===== src/rtl/ov7670_pkg.sv =====
// Shared types and table markers for the OV7670 register-programming sequencer.
package ov7670_pkg;

    typedef enum logic [2:0] {
        S_FETCH,
        S_DECODE,
        S_SEND,
        S_DELAY,
        S_DONE
    } state_t;

    localparam logic [15:0] CFG_END   = 16'hFFFF;
    localparam logic [15:0] CFG_DELAY = 16'hFFF0;

    localparam logic [7:0] DEFAULT_DEVICE_ID = 8'h42;

endpackage


===== src/rtl/ov7670_config_seq_if.sv =====
// Request/acknowledge bundle between the config sequencer and the SCCB sender.
interface ov7670_config_seq_if;

    logic       send;
    logic       taken;
    logic [7:0] id;
    logic [7:0] register;
    logic [7:0] value;

    modport master (
        output send, id, register, value,
        input  taken
    );

    modport slave (
        input  send, id, register, value,
        output taken
    );

endinterface


===== src/rtl/ov7670_cfg_rom.sv =====
// Synchronous 1-cycle ROM holding the OV7670 init table as {reg, val} words.
module ov7670_cfg_rom
    import ov7670_pkg::*;
#(
    parameter int AW = 8
) (
    input  logic          clk,
    input  logic [AW-1:0] addr,
    output logic [15:0]   data
);

    logic [15:0] word;
    int unsigned idx;

    always_comb begin
        idx  = 32'(addr);
        word = CFG_END;
        case (idx)
            0:  word = 16'h1280;
            1:  word = CFG_DELAY;
            2:  word = 16'h1204;
            3:  word = 16'h40D0;
            4:  word = 16'h8C00;
            5:  word = 16'h1180;
            6:  word = 16'h3A04;
            7:  word = 16'h3DC0;
            8:  word = 16'h1713;
            9:  word = 16'h1801;
            10: word = 16'h32B6;
            11: word = 16'h1902;
            12: word = 16'h1A7A;
            13: word = 16'h030A;
            14: word = 16'h0C00;
            15: word = 16'h3E00;
            16: word = 16'h703A;
            17: word = 16'h7135;
            18: word = 16'h7211;
            19: word = 16'h73F0;
            20: word = 16'hA202;
            default: word = CFG_END;
        endcase
    end

    always_ff @(posedge clk) begin
        data <= word;
    end

endmodule


===== src/rtl/ov7670_config_seq.sv =====
// OV7670 register-programming sequencer: walks the ROM table into the SCCB sender.
// Define OV7670_CFG_RESEND_EN to add a resend input that replays the table from S_DONE.
module ov7670_config_seq
    import ov7670_pkg::*;
#(
    parameter logic [7:0] DEVICE_ID   = DEFAULT_DEVICE_ID,
    parameter int         CLK_FREQ_HZ = 25_000_000,
    parameter int         DELAY_MS    = 10,
    parameter int         ROM_AW      = 8
) (
    input  logic                clk,
    input  logic                rst_n,
`ifdef OV7670_CFG_RESEND_EN
    input  logic                resend,
`endif
    ov7670_config_seq_if.master cfg,
    output logic                busy,
    output logic                done
);

    localparam int DELAY_CYC = CLK_FREQ_HZ / 1000 * DELAY_MS;
    localparam int CW        = $clog2(DELAY_CYC + 1);

    localparam logic [ROM_AW-1:0] ADDR_LAST = '1;
    localparam logic [CW-1:0]     CNT_LAST  = CW'(DELAY_CYC - 1);

    state_t            state, state_nx;
    logic [ROM_AW-1:0] addr, addr_nx;
    logic [CW-1:0]     cnt, cnt_nx;
    logic [7:0]        reg_q, reg_nx;
    logic [7:0]        val_q, val_nx;
    logic [15:0]       rom_data;
    logic              resend_hit;

`ifdef OV7670_CFG_RESEND_EN
    assign resend_hit = resend;
`else
    assign resend_hit = 1'b0;
`endif

    ov7670_cfg_rom #(
        .AW(ROM_AW)
    ) u_rom (
        .clk  (clk),
        .addr (addr),
        .data (rom_data)
    );

    always_ff @(posedge clk or negedge rst_n) begin
        if (!rst_n) begin
            state <= S_FETCH;
            addr  <= '0;
            cnt   <= '0;
            reg_q <= '0;
            val_q <= '0;
        end else begin
            state <= state_nx;
            addr  <= addr_nx;
            cnt   <= cnt_nx;
            reg_q <= reg_nx;
            val_q <= val_nx;
        end
    end

    always_comb begin
        state_nx = state;
        addr_nx  = addr;
        cnt_nx   = cnt;
        reg_nx   = reg_q;
        val_nx   = val_q;
        unique case (state)
            S_FETCH: state_nx = S_DECODE;
            S_DECODE: begin
                unique case (1'b1)
                    (rom_data == CFG_END): state_nx = S_DONE;
                    (rom_data == CFG_DELAY): begin
                        cnt_nx   = '0;
                        state_nx = S_DELAY;
                    end
                    default: begin
                        reg_nx   = rom_data[15:8];
                        val_nx   = rom_data[7:0];
                        state_nx = S_SEND;
                    end
                endcase
            end
            S_SEND: begin
                if (cfg.taken) begin
                    addr_nx  = addr + 1'b1;
                    state_nx = (addr == ADDR_LAST) ? S_DONE : S_FETCH;
                end
            end
            S_DELAY: begin
                if (cnt == CNT_LAST) begin
                    addr_nx  = addr + 1'b1;
                    state_nx = (addr == ADDR_LAST) ? S_DONE : S_FETCH;
                end else begin
                    cnt_nx = cnt + 1'b1;
                end
            end
            S_DONE: begin
                if (resend_hit) begin
                    addr_nx  = '0;
                    state_nx = S_FETCH;
                end
            end
            default: state_nx = S_FETCH;
        endcase
    end

    // Request decoded from the state register so reset drops it asynchronously
    assign cfg.send     = (state == S_SEND);
    assign cfg.id       = DEVICE_ID;
    assign cfg.register = reg_q;
    assign cfg.value    = val_q;
    assign busy         = (state != S_DONE);
    assign done         = (state == S_DONE);

endmodule


===== src/flat_wrapper.sv =====
// flat-port wrapper written by rule: the top's interface ports become plain ports
module ov7670_config_seq_flat import ov7670_pkg::*;
#(
    parameter logic [7:0] DEVICE_ID   = DEFAULT_DEVICE_ID,
    parameter int         CLK_FREQ_HZ = 25_000_000,
    parameter int         DELAY_MS    = 10,
    parameter int         ROM_AW      = 8
)
  (clk, rst_n, busy, done, cfg_send, cfg_id, cfg_register, cfg_value, cfg_taken);
  ov7670_config_seq_if cfg_i ();
  input  logic clk;
  input  logic rst_n;
  output logic busy;
  output logic done;
  output wire logic [$bits(cfg_i.send)-1:0] cfg_send;
  output wire logic [$bits(cfg_i.id)-1:0] cfg_id;
  output wire logic [$bits(cfg_i.register)-1:0] cfg_register;
  output wire logic [$bits(cfg_i.value)-1:0] cfg_value;
  input wire logic [$bits(cfg_i.taken)-1:0] cfg_taken;
  assign cfg_send = cfg_i.send;
  assign cfg_id = cfg_i.id;
  assign cfg_register = cfg_i.register;
  assign cfg_value = cfg_i.value;
  assign cfg_i.taken = cfg_taken;
  ov7670_config_seq #(.DEVICE_ID(DEVICE_ID), .CLK_FREQ_HZ(CLK_FREQ_HZ), .DELAY_MS(DELAY_MS), .ROM_AW(ROM_AW)) u_core (.clk(clk), .rst_n(rst_n), .cfg(cfg_i), .busy(busy), .done(done));
endmodule

===== config.mk =====
export PLATFORM = sky130hd
export DESIGN_NAME = ov7670_config_seq_flat
export DESIGN_NICKNAME = d
export VERILOG_FILES = /design/src/rtl/ov7670_pkg.sv /design/src/rtl/ov7670_config_seq_if.sv /design/src/rtl/ov7670_cfg_rom.sv /design/src/rtl/ov7670_config_seq.sv /design/src/flat_wrapper.sv
export SDC_FILE = /design/constraint.sdc
export NUM_CORES = 1
export LEC_CHECK = 0
export CAP_MARGIN = 20
export CORE_ASPECT_RATIO = 1.25
export CORE_MARGIN = 5
export CORE_UTILIZATION = 40
export CTS_BUF_LIST = sky130_fd_sc_hd__clkbuf_2 sky130_fd_sc_hd__clkbuf_4 sky130_fd_sc_hd__clkbuf_8
export CTS_CLUSTER_SIZE = 28
export DETAILED_ROUTE_END_ITERATION = 8
export PLACE_DENSITY_LB_ADDON = 0.25
export REMOVE_ABC_BUFFERS = 1
export SLEW_MARGIN = 40
export SYNTH_ARGS = -nofsm -noshare
export SYNTH_HDL_FRONTEND = slang
export SYNTH_SLANG_ARGS = --single-unit
export TNS_END_PERCENT = 100

===== constraint.sdc =====
create_clock -name clk -period 3.2 [get_ports clk]
set_input_delay 0.32 -clock clk [delete_from_list [all_inputs] [get_ports clk]]
set_output_delay 0.32 -clock clk [all_outputs]
set_load 0.05 [all_outputs]

# Yosys cells after proc, flatten, opt, wreduce, memory -nomap -nowiden
# Memory sizes are Yosys's and may differ from the RTL's. A register that Yosys moved wholly into a read port is not among the register bits.
# Index checks and enable logic that the tools add are counted.
# totals
mem_count	1
regBits	45
rom_bits	512
# memory_table
name	depth	width	read_ports	rd_ports_with_merged_regs	wr	line_no	source
(no name shown)	32	16	1	1	0	ov7670_cfg_rom.sv:18	case (idx)
# classes
eq_ne	13
add_sub_neg	2
mux	11
bitwise_logic	2
n_reduce_logical	10
# ops
cell	count
$mux 18	2
$pmux 18 s2	1
$eq 16x16->1 const B	2
$add 18x1->18 const B	1
$eq 18x18->1 const B	1
$mux 8	2
$pmux 8 s2	1
$pmux 3 s5	1
$mux 3	3
$reduce_and 3->1	3
$add 8x1->8 const B	1
$eq 8x8->1 const B	1
$eq 3x2->1 const B	2
$logic_not 3->1	2
$ne 2x1->1 const B	3
$pmux 3 s2	1
$reduce_bool 2->1	2
$eq 3x1->1 const B	1
$eq 3x3->1 const B	1
$ne 3x3->1 const B	1
$ne 2x2->1 const B	1
$not 1->1	2
$reduce_and 2->1	1
$reduce_or 2->1	1
$logic_not 1->1	1

# Longest topological paths before layout
# Gate-level depths: netlist of run 1.
# depth
word_depth	4
ltp_mapped	7
depth_no_buf	7

# By module
# Synthesis of run 1 repeated with hierarchy kept, for this count alone.
# unflattened
hier_cells	339
area_unflattened_um2	3368.2
# by_module_without_submodules
mod	cells_each	seq_area_each_um2	n_inst	area_each_um2
ov7670_config_seq	214	1126.1	1	2253.4
ov7670_cfg_rom	125	320.3	1	1114.8

# Worst setup path after synthesis of run 1
# OpenSTA, ideal clock, no wires.
# synth_timing
kind	register to register
from	register u_core.state[0]
to	register u_core.addr[4]
setup_ns	0.132
path_stages_with_launch	6
n_path_buf	0
path_slack_ns	0.641
arrival_ns	2.426
path_cell_list	dfrtp_1 -> nor3b_1 -> nand2_1 -> o31ai_4 -> nand4_1 -> xnor2_1
# synth_between
elab_chain_len	3
# synth_rtl
item	line_no	source
start, declared	ov7670_config_seq.sv:27	state_t state, state_nx;
start signal, assigned	ov7670_config_seq.sv:57	state <= state_nx;
$eq 3x2->1 *	n/a	
named net cfg_send	flat_wrapper.sv:15	output wire logic [$bits(cfg_i.send)-1:0] cfg_send;
$ne 2x1->1 (no line) / $reduce_bool 2->1 (equally long branches)	n/a	
$reduce_and 3->1 (no line)	n/a	
end signal, assigned	ov7670_config_seq.sv:58	addr <= addr_nx;
end, declared	ov7670_config_seq.sv:28	logic [ROM_AW-1:0] addr, addr_nx;
# Mark *: on every way through the listed nets, which the timed path passes. The rest lies on a longest branch.
# A chain may end at the register's enable or synchronous reset.

# Final worst setup path of run 1
# layout_timing
from	register u_core.cnt[11]
to	register u_core.addr[4]
# layout_between
elab_chain_len	3
# layout_rtl
item	line_no	source
start, declared	ov7670_config_seq.sv:29	logic [CW-1:0] cnt, cnt_nx;
start signal, assigned	ov7670_config_seq.sv:59	cnt <= cnt_nx;
$eq 18x18->1	ov7670_config_seq.sv:94	if (cnt == CNT_LAST) begin
$ne 2x1->1 (no line)	n/a	
$reduce_and 3->1 (no line)	n/a	
# No other way between the ends.

==> results of run 1 <==
==> per-layer routing <==
metal	global-route usage (%)	vias to the layer above	share of wire (%)
met1	16.6	1210	44
met2	24.9	29	51
met3	3.26	16	2.3
met4	6.85	0	2.4
li1	-	1270	-
met5	0	-	0
==> path summary, 6_finish.rpt <==
kind / slack (ns) / to / from / cells past startpoint
max in group asynchronous: 2.26 / u_core.addr[4]$_DFFE_PN0P_ / rst_n / 2
max: 0.74 / u_core.addr[4]$_DFFE_PN0P_ / u_core.cnt[11]$_DFFE_PN0P_ / 5
max reg2reg: 0.74 / u_core.addr[4]$_DFFE_PN0P_ / u_core.cnt[11]$_DFFE_PN0P_ / 5
min reg2reg: 0.48 / u_core.cfg.register[6]$_DFFE_PN0P_ / u_core.u_rom.data[14]$_SDFF_PP1_ / 1
min in group asynchronous: 0.51 / u_core.cnt[1]$_DFFE_PN0P_ / rst_n / 2
min: 0.48 / u_core.cfg.register[6]$_DFFE_PN0P_ / u_core.u_rom.data[14]$_SDFF_PP1_ / 1
==> metrics by stage <==
| step | instance area, sq um | utilization (%) | hold WS (ns) | worst slack (ns) |
|---|---|---|---|---|
| 2_1_floorplan | 3150 | - | 0.0244 | 0.604 |
| 3_3_place_gp | 3500 | 44.7 | 0.476 | 0.760 |
| 3_5_place_dp | 3510 | 44.7 | 0.364 | 0.725 |
| 4_1_cts | 3710 | 47.4 | 0.487 | 0.707 |
| 5_1_grt | 3710 | 47.4 | 0.503 | 0.645 |
| 6_report | 3710 | 47.4 | 0.485 | 0.737 |
==> cells in the mapped netlist, types with 6 or more instances <==
master     n
nand4_1   14
nand3_1   12
xnor2_1   13
mux2_2    16
nand2b_1   6
nand2_1   36
ha_1      10
nor2_1    27
dfrtp_1   45
o21ai_0   20
a21oi_1   14
nor2b_1    7
inv_1     11
dfxtp_1   16
clkbuf_1  10
buf_4      8
nor3_1     9
==> cell type report <==
type,instances,share of cell area (%)
Multi-Input combinational cell,257,44.7
Tap cell,95,3.20
Timing Repair Buffer,26,6.67
Sequential cell,61,39.0
Clock buffer,10,3.54
Inverter,12,1.21
Clock inverter,6,1.72
==> worst max-delay path: stages (launching register included) <==
cell and delay, ns:
dfrtp_1 0.43, or4_4 0.56, or4_4 0.56, o31ai_4 0.45
nand4_1 0.18, xnor2_1 0.16
==> sequential cells by signal, indices dropped and copies added (netlist names) <==
register	cells
u_core.addr	8
u_core.cfg.value	8
u_core.state	3
u_core.cfg.register	8
u_core.u_rom.data	16
u_core.cnt	18
==> power groups by stage <==
stage / Combinational [mW] / Sequential, mW / Clock [mW]
after floorplan: 0.943 / 1.56 / 0
after global placement: 1.74 / 1.29 / 0
after detailed placement: 1.75 / 1.29 / 0
after CTS: 1.76 / 1.28 / 0.680
after global routing: 1.90 / 1.32 / 0.721
final: 1.74 / 1.28 / 0.665
==> layout by cell type (no fill, tap or decap), types with 9 or more instances in the layout <==
cell,n
clkbuf_8,9
dfxtp_1,16
nand2_1,36
inv_1,11
clkdlybuf4s50_1,20
dfrtp_1,43
nor2_1,27
o21ai_0,20
mux2_2,16
nand4_1,14
ha_1,10
a21oi_1,14
nand3_1,12
xnor2_1,13
nor3_1,9
==> logic make-up (layout without fill, tap and decap cells) <==
group | after synthesis | in the layout | share of synthesized area [%]
adders and majority gates | 10 | 10 | 3.86
buffers and inverters | 34 | 54 | 4.97
xor gates and xnor gates | 15 | 15 | 4.05
other | 2 | 8 | 0.231
muxes | 20 | 20 | 7.17
DFF | 61 | 61 | 44.6
and+or+nand+nor | 141 | 141 | 22.6
AOI/OAI and AO/OA | 63 | 63 | 12.5
==> repair_timing <==
item,CTS,global route
setup buffers,0,0
hold buffers,1,0
endpoints found under the hold margin,24,0
==> metrics, run 1 <==
Area contributors post-synth dfrtp_1 35%, dfxtp_1 9.9%, mux2_2 5.6%; CTS tree built; NetSw 1.62 mW; DR DRC count 0; die height 111 um; Area Growth Syn to Fin 14.5%; starting density of the core 41.4%; library cells used by synthesis 57; Achievable Freq 0.406 GHz; Leak 1.53 nW; layout cells sized above 1 12.4%; number of I/O pins 30; Clock power frac 18.0%; Internal 2.07 mW; CP arrival 2.67 ns; Yosys top cell by area dfrtp_1; Worst slew margin 48.7%; average vias per placed instance 5.41; max-cap viol count 0; Final Hold Fails 0; YS warnings 0; CTS buffer count 9; vias in the first global route 2500; Max Slew Vio Count 0; crit path kind reg -> reg; std cell rows 36; min cycle time layout 2.46 ns; CP Max Fanout 9; Cell Pwr Density 993 nW/um^2; mapped cell area 3240 sq um; Combinational Power Share 47.2%; post-synthesis sequential area ratio 44.6%; Tot Pwr 3.69 mW; antenna violations before repair 0; Synth Instances 346; Diodes inserted 0; DRT Pass-1 Iters 4; period utilisation layout 77.0%; sequential power share 34.8%; crit start category register; nets@finish 380; CP Capture Type register; GRT Total Usage 14.4%; Root Buffer clkbuf_8; Final TNS setup 0 ns; hpwl dp 5.23 mm; post-synth top area share 34.7%; Worst Hold Class reg -> reg; Final ANT Viol Nets 0; Worst-Skew Late Latency 0.34 ns; maximum vdd ir drop 0.446 mV; largest net degree at the start of global routing 46; Fillers 770; Sw Share 43.8%; Post-CTS Resized 0; PortBufs 21; async set-reset flop share out of synthesis 73.8%; clk sinks 61; Yosys reg bits 61; Clk pin slew, worst setup/hold paths 0.07 ns; final wirelength 7.04 mm; DP Cell Count 450; skew final 0.0109 ns; status completed; Required @ worst endpoint 3.41 ns; GRT overflow 0; Max Root-Sink Buffers 2; Mapped Avg Cell Area 9.38 sq um; routability cong. 0.794; htree depth 3; number of flops mapped to enable cells by yosys 0; die area 10000 sq um; drt wl/cell 15.1 um; actual slew at the worst max-slew pin 0.759 ns; non-filler cells in the finished layout 467; vias after detailed routing 2525; first-pass GRT wire length 11.8 mm; Iteration-0 DRC Markers 109; Die W 90.6 um; Reg area 1450 sq um; setup repair after global routing missed its margin false; multi-input logic area 1660 sq um; Synth Flop Type dfrtp_1; core area 7840 sq um; endpoints failing setup 0
No activity file was read; power rests on OpenSTA's default activity.
==> run 2, diff against run 1 <==
- clock period: 3.2 -> 2.45 ns (I/O delays scaled with it)
==> run 2 against run 1 <==
Net effect:
- register-to-register slack worse by 0.63 ns
- clock-buffer cell count up 2
- utilization up 1.9 points
- maximum frequency up 5.0%
- critical path type unchanged
==> metrics, run 2 (synthesis gave the netlist of run 1 again) <==
maximum vdd ir drop 0.680 mV (+53%); Root Buffer clkbuf_8; routability cong. 0.855 (+7.7%); Leak 1.63 nW (+6.8%); endpoints failing setup 0 (unchanged); number of I/O pins 30 (unchanged); hpwl dp 5.60 mm (+7.1%); CTS tree built; nets@finish 395 (+3.9%); Worst slew margin 56.7% (+8.0 points); die height 111 um (unchanged); Achievable Freq 0.426 GHz (+5.0%); max-cap viol count 0 (unchanged); Max Slew Vio Count 0 (unchanged); min cycle time layout 2.34 ns (-0.118 ns); vias after detailed routing 2616 (+3.6%); final wirelength 7.46 mm (+5.9%); GRT overflow 0 (unchanged); std cell rows 36 (unchanged); core area 7840 sq um (unchanged); Worst-Skew Late Latency 0.34 ns (about the same); Final Hold Fails 0 (unchanged); Worst Hold Class in -> async; Die W 90.6 um (unchanged); worst-path cell chain or4_4 -> or4_4 -> o31ai_4 -> nand4_1 -> xnor2_1; status completed; DRT Pass-1 Iters 4 (unchanged); actual slew at the worst max-slew pin 0.649 ns (-0.110 ns); Top cell by count, worst path or4_4; dpl ws 0.140 ns (-0.585 ns); max reg flops 18 (unchanged); largest net degree at the start of global routing 46 (unchanged); clk sinks 61 (unchanged); Iteration-0 DRC Markers 104 (-4.6%); layout cells sized above 1 15.5% (+3.1 points); crit-path max cell delay 0.56 ns (about the same); die area 10000 sq um (unchanged); skew final 0.00869 ns (-0.00217 ns); PortBufs 21 (unchanged); CP arrival 2.56 ns (-0.11 ns); average vias per placed instance 5.43 (+0.38%); Area Growth Syn to Fin 19.0%; Critical Path Source u_core.cnt[11]$_DFFE_PN0P_; largest registers u_core.cnt: 18 flops, u_core.u_rom.data: 16 flops; CP Max Fanout 7 (-2); crit path kind reg -> reg; Required @ worst endpoint 2.66 ns (-0.75 ns); slowest cell on the critical path or4_4; antenna violations before repair 0 (unchanged); Biggest register u_core.cnt; Cell Pwr Density 1320 nW/um^2 (+33%); CP Capture Type register; Max Root-Sink Buffers 2 (unchanged); Post-CTS Resized 0 (unchanged); Hold Worst Slack 0.455 ns (-0.0294 ns); setup repair after global routing missed its margin false; commonest non-fill, non-tap cell in the layout dfrtp_1; Tot Pwr 5.09 mW (+38%); Clk pin slew, worst setup/hold paths 0.07 ns (about the same); DR DRC count 0 (unchanged); starting density of the core 41.4% (unchanged); drt wl/cell 15.5 um (+2.6%); period utilisation layout 95.7% (+19 points); Final ANT Viol Nets 0 (unchanged); vias in the first global route 2680 (+7.2%); CTS buffer count 9 (unchanged); fin worst setup slack 0.105 ns (-0.632 ns); GRT Total Usage 15.9% (+1.5 points); first-pass GRT wire length 13.0 mm (+10%); Diodes inserted 0 (unchanged); crit start category register; RR Startpoint u_core.cnt[11]$_DFFE_PN0P_; most frequent cells in the layout 45 x dfrtp_1, 36 x nand2_1, 26 x nor2_1; htree depth 3 (unchanged); reg-to-reg slack, setup 0.11 ns (-0.63 ns)
[run 2: cell types whose count changed in the layout (fill, tap and decap cells not counted), sizes merged]
| cell | before | now |
|---|---|---|
| buf | 5 | 20 |
| clkinvlp | 2 | 0 |
| clkbuf | 10 | 12 |
| clkinv | 4 | 3 |
| bufinv | 1 | 2 |
[run 2: path summary, 6_finish.rpt]
check / to / cells after the start
setup / recovery: u_core.addr[4]$_DFFE_PN0P_ / 5
max in group asynchronous: u_core.cfg.register[0]$_DFFE_PN0P_ / 2
min in group clk: u_core.cfg.register[0]$_DFFE_PN0P_ / 1
setup reg to reg: u_core.addr[4]$_DFFE_PN0P_ / 5
hold / removal: u_core.cnt[1]$_DFFE_PN0P_ / 2
hold reg to reg: u_core.cfg.register[0]$_DFFE_PN0P_ / 1
[run 2: routing by layer]
layer	track usage [%]	up-vias	part of all wire (%)
met5	0	-	0
met4	7.35	0	3.0
met3	3.67	20	3.2
met2	27.8	54	53
met1	18.1	1252	41
li1	-	1290	-
[run 2: power by group]
group          switching, mW  internal [mW]
logic                   1.50          0.961
clock network          0.378          0.636
registers              0.267           1.35
total                   2.15           2.95
[run 2: cell type report]
| type | count | area, sq um |
|---|---|---|
| Fill cell | 756 | 3980 |
| Multi-Input combinational cell | 257 | 1660 |
| Sequential cell | 61 | 1450 |
| Timing Repair Buffer | 41 | 360 |
| Clock buffer | 12 | 159 |
| Tap cell | 95 | 119 |
| Clock inverter | 4 | 70.1 |
| Inverter | 12 | 45.0 |
[run 2: through the flow]
stage | setup TNS (ns) | utilization, % | cells | area [sq um]
after global routing | 0 | 49.3 | 482 | 3860
after global placement | 0 | 46.2 | 465 | 3620
after CTS | 0 | 49.3 | 482 | 3860
after detailed placement | 0 | 46.2 | 465 | 3620
after floorplan | -0.586 | - | 330 | 3150
final | 0 | 49.3 | 482 | 3860
[run 2: timing repair]
item	CTS	global route
endpoints found under the hold margin	45	0
buffers inserted	0	0
hold buffers	1	0
[run 2: worst max-delay path: cells and delay by family, from the launching register on]
kind            cells  cell delay, ns
flops               1            0.38
xor+xnor            1            0.15
compound gates      1            0.42
simple gates        3            1.27
==> run 3, diff against run 2 <==
- CORE_ASPECT_RATIO: 1.25 -> 2
==> run 3 against run 2 <==
Net effect:
- register-to-register slack better by 0.03 ns
- sequential share of layout area increased by 0.48 points
- critical path depth unchanged
- combinational power down 2%
- setup slack improved by 0.032 ns
- cell count shrank 0.41%
- critical path type unchanged
- critical endpoint is now u_core.addr[6]$_DFFE_PN0P_
- largest cell class unchanged
==> metrics, run 3 (synthesis gave the netlist of run 1 again) <==
status completed; CTS buffer count 9 (unchanged); DP Cell Count 463 (-0.43%); met2 Usage GRT 31.9% (+4.0 points); first-pass GRT wire length 13.1 mm (+0.85%); Area Growth Syn to Fin 17.5%; CTS tree built; crit start category register; Worst slew margin 65.4% (+8.7 points); Sw Share 43.5% (+1.3 points); Biggest register u_core.cnt; Internal 2.81 mW (-4.6%); max reg flops 18 (unchanged); most used routing layer met2; Max Slew Vio Count 0 (unchanged); Clk pin slew, worst setup/hold paths 0.07 ns (about the same); worst reg-to-reg path cell count 5 (unchanged); core area 7940 sq um (+1.3%); endpoints failing setup 0 (unchanged); Leak 1.60 nW (-1.8%); crit path kind reg -> reg; min cycle time layout 2.31 ns (-0.0317 ns); FF-to-FF End u_core.addr[6]$_DFFE_PN0P_; sequential power share 33.2% (+1.5 points); Achievable Freq 0.432 GHz (+1.4%); starting density of the core 40.8% (-0.55 points); max-cap viol count 0 (unchanged); drt wl/cell 16.8 um (+8.4%); commonest non-fill, non-tap cell in the layout dfrtp_1; Cell Pwr Density 1300 nW/um^2 (-1.1%); met1 Use GR 17.2% (-0.90 points); largest registers u_core.cnt: 18 flops, u_core.u_rom.data: 16 flops; Max Root-Sink Buffers 2 (unchanged); met3 Use GR 3.65% (-0.014 points); PortBufs 21 (unchanged); vias in the first global route 2657 (-0.86%); die height 137 um (+24%); maximum vdd ir drop 0.480 mV (-29%); setup repair after global routing missed its margin false; std cell rows 46 (+28%); RR Startpoint u_core.cnt[9]$_DFFE_PN0P_; layout cells sized above 1 14.6% (-0.92 points); reg-to-reg slack, setup 0.14 ns (+0.03 ns); NetSw 2.16 mW (+0.77%); htree depth 3 (unchanged); final wirelength 8.05 mm (+7.9%); most frequent cells in the layout 45 x dfrtp_1, 36 x nand2_1, 27 x nor2_1; vias after detailed routing 2623 (+0.27%); Worst-Skew Late Latency 0.34 ns (about the same); Required @ worst endpoint 2.67 ns (about the same); average vias per placed instance 5.46 (+0.69%); DRT Pass-1 Iters 4 (unchanged); CP arrival 2.54 ns (-0.02 ns); routability cong. 0.938 (+9.7%); Hold Worst Slack 0.300 ns (-0.155 ns); CP Capture Type register; Die W 73.7 um (-19%); hpwl dp 6.35 mm (+13%); GRT Total Usage 17.4% (+1.5 points); Final ANT Viol Nets 0 (unchanged); largest net degree at the start of global routing 35 (-24%); die area 10100 sq um (+0.98%); period utilisation layout 94.4% (-1.3 points); Diodes inserted 0 (unchanged); Root Buffer clkbuf_8; CP Max Fanout 7 (unchanged); Tot Pwr 4.97 mW (-2.3%); non-filler cells in the finished layout 480 (-0.41%); actual slew at the worst max-slew pin 0.517 ns (-0.132 ns); nets@finish 392 (-0.76%); Worst Hold Class in -> async; clk sinks 61 (unchanged); Combinational Power Share 48.4% (about the same); Final Hold Fails 0 (unchanged); Iteration-0 DRC Markers 163 (+57%); number of I/O pins 30 (unchanged); Clock power frac 18.4% (-1.5 points); DR DRC count 0 (unchanged); GRT overflow 0 (unchanged); skew final 0.0126 ns (+0.00388 ns); antenna violations before repair 0 (unchanged)
## run 3: per-stage QoR
stage          utilization (%)  setup WS (ns)  area (sq um)  setup TNS, ns
2_1_floorplan                -         -0.146          3150         -0.586
3_3_place_gp              45.3          0.161          3600              0
3_5_place_dp              45.3          0.151          3600              0
4_1_cts                   48.0          0.130          3810              0
5_1_grt                   48.0         0.0367          3810              0
6_report                  48.0          0.137          3810              0
## run 3: worst max-delay path, cell delays in order, from the launching register on
cell	delay (ns)
dfrtp_1	0.44
or4_4	0.50
or4_4	0.56
o31ai_4	0.37
nand4_1	0.18
xnor2_1	0.15
## run 3: layout make-up
class	count	area (sq um)
Clock buffer	12	159
Clock inverter	4	47.5
Fill cell	753	4130
Inverter	12	45.0
Multi-Input combinational cell	257	1660
Sequential cell	61	1450
Tap cell	96	120
Timing Repair Buffer	38	335
## run 3: power by group through the flow
stage,logic [mW],registers (mW),clock network [mW]
after floorplan,1.23,2.04,0
after global placement,2.39,1.67,0
after detailed placement,2.42,1.68,0
after CTS,2.43,1.66,0.934
after global routing,2.64,1.70,0.981
final,2.41,1.65,0.913
## run 3: worst max-delay path by stage
stage | depth (start not counted) | start | slack [ns] | end
2_1_floorplan | 5 | u_core.state[0]$_DFFE_PN0P_ | -0.15 | u_core.addr[4]$_DFFE_PN0P_
3_3_place_gp | 5 | u_core.cnt[9]$_DFFE_PN0P_ | 0.16 | u_core.addr[4]$_DFFE_PN0P_
3_5_place_dp | 5 | u_core.cnt[9]$_DFFE_PN0P_ | 0.15 | u_core.addr[6]$_DFFE_PN0P_
4_1_cts | 5 | u_core.cnt[9]$_DFFE_PN0P_ | 0.13 | u_core.addr[6]$_DFFE_PN0P_
5_1_grt | 5 | u_core.cnt[9]$_DFFE_PN0P_ | 0.04 | u_core.addr[6]$_DFFE_PN0P_
6_report | 5 | u_core.cnt[9]$_DFFE_PN0P_ | 0.14 | u_core.addr[6]$_DFFE_PN0P_
## run 3: timing repair
item,CTS,global route
endpoints found under the hold margin,11,0
resized for setup,0,0
buffers inserted,0,0
setup endpoints to repair,0,1
hold buffers,1,0
## run 3: routing by layer
| layer | wire [um] | share of wire (%) |
|---|---|---|
| met5 | 0 | 0 |
| met4 | 340 | 4.2 |
| met3 | 205 | 2.5 |
| met2 | 4620 | 57 |
| met1 | 2890 | 36 |
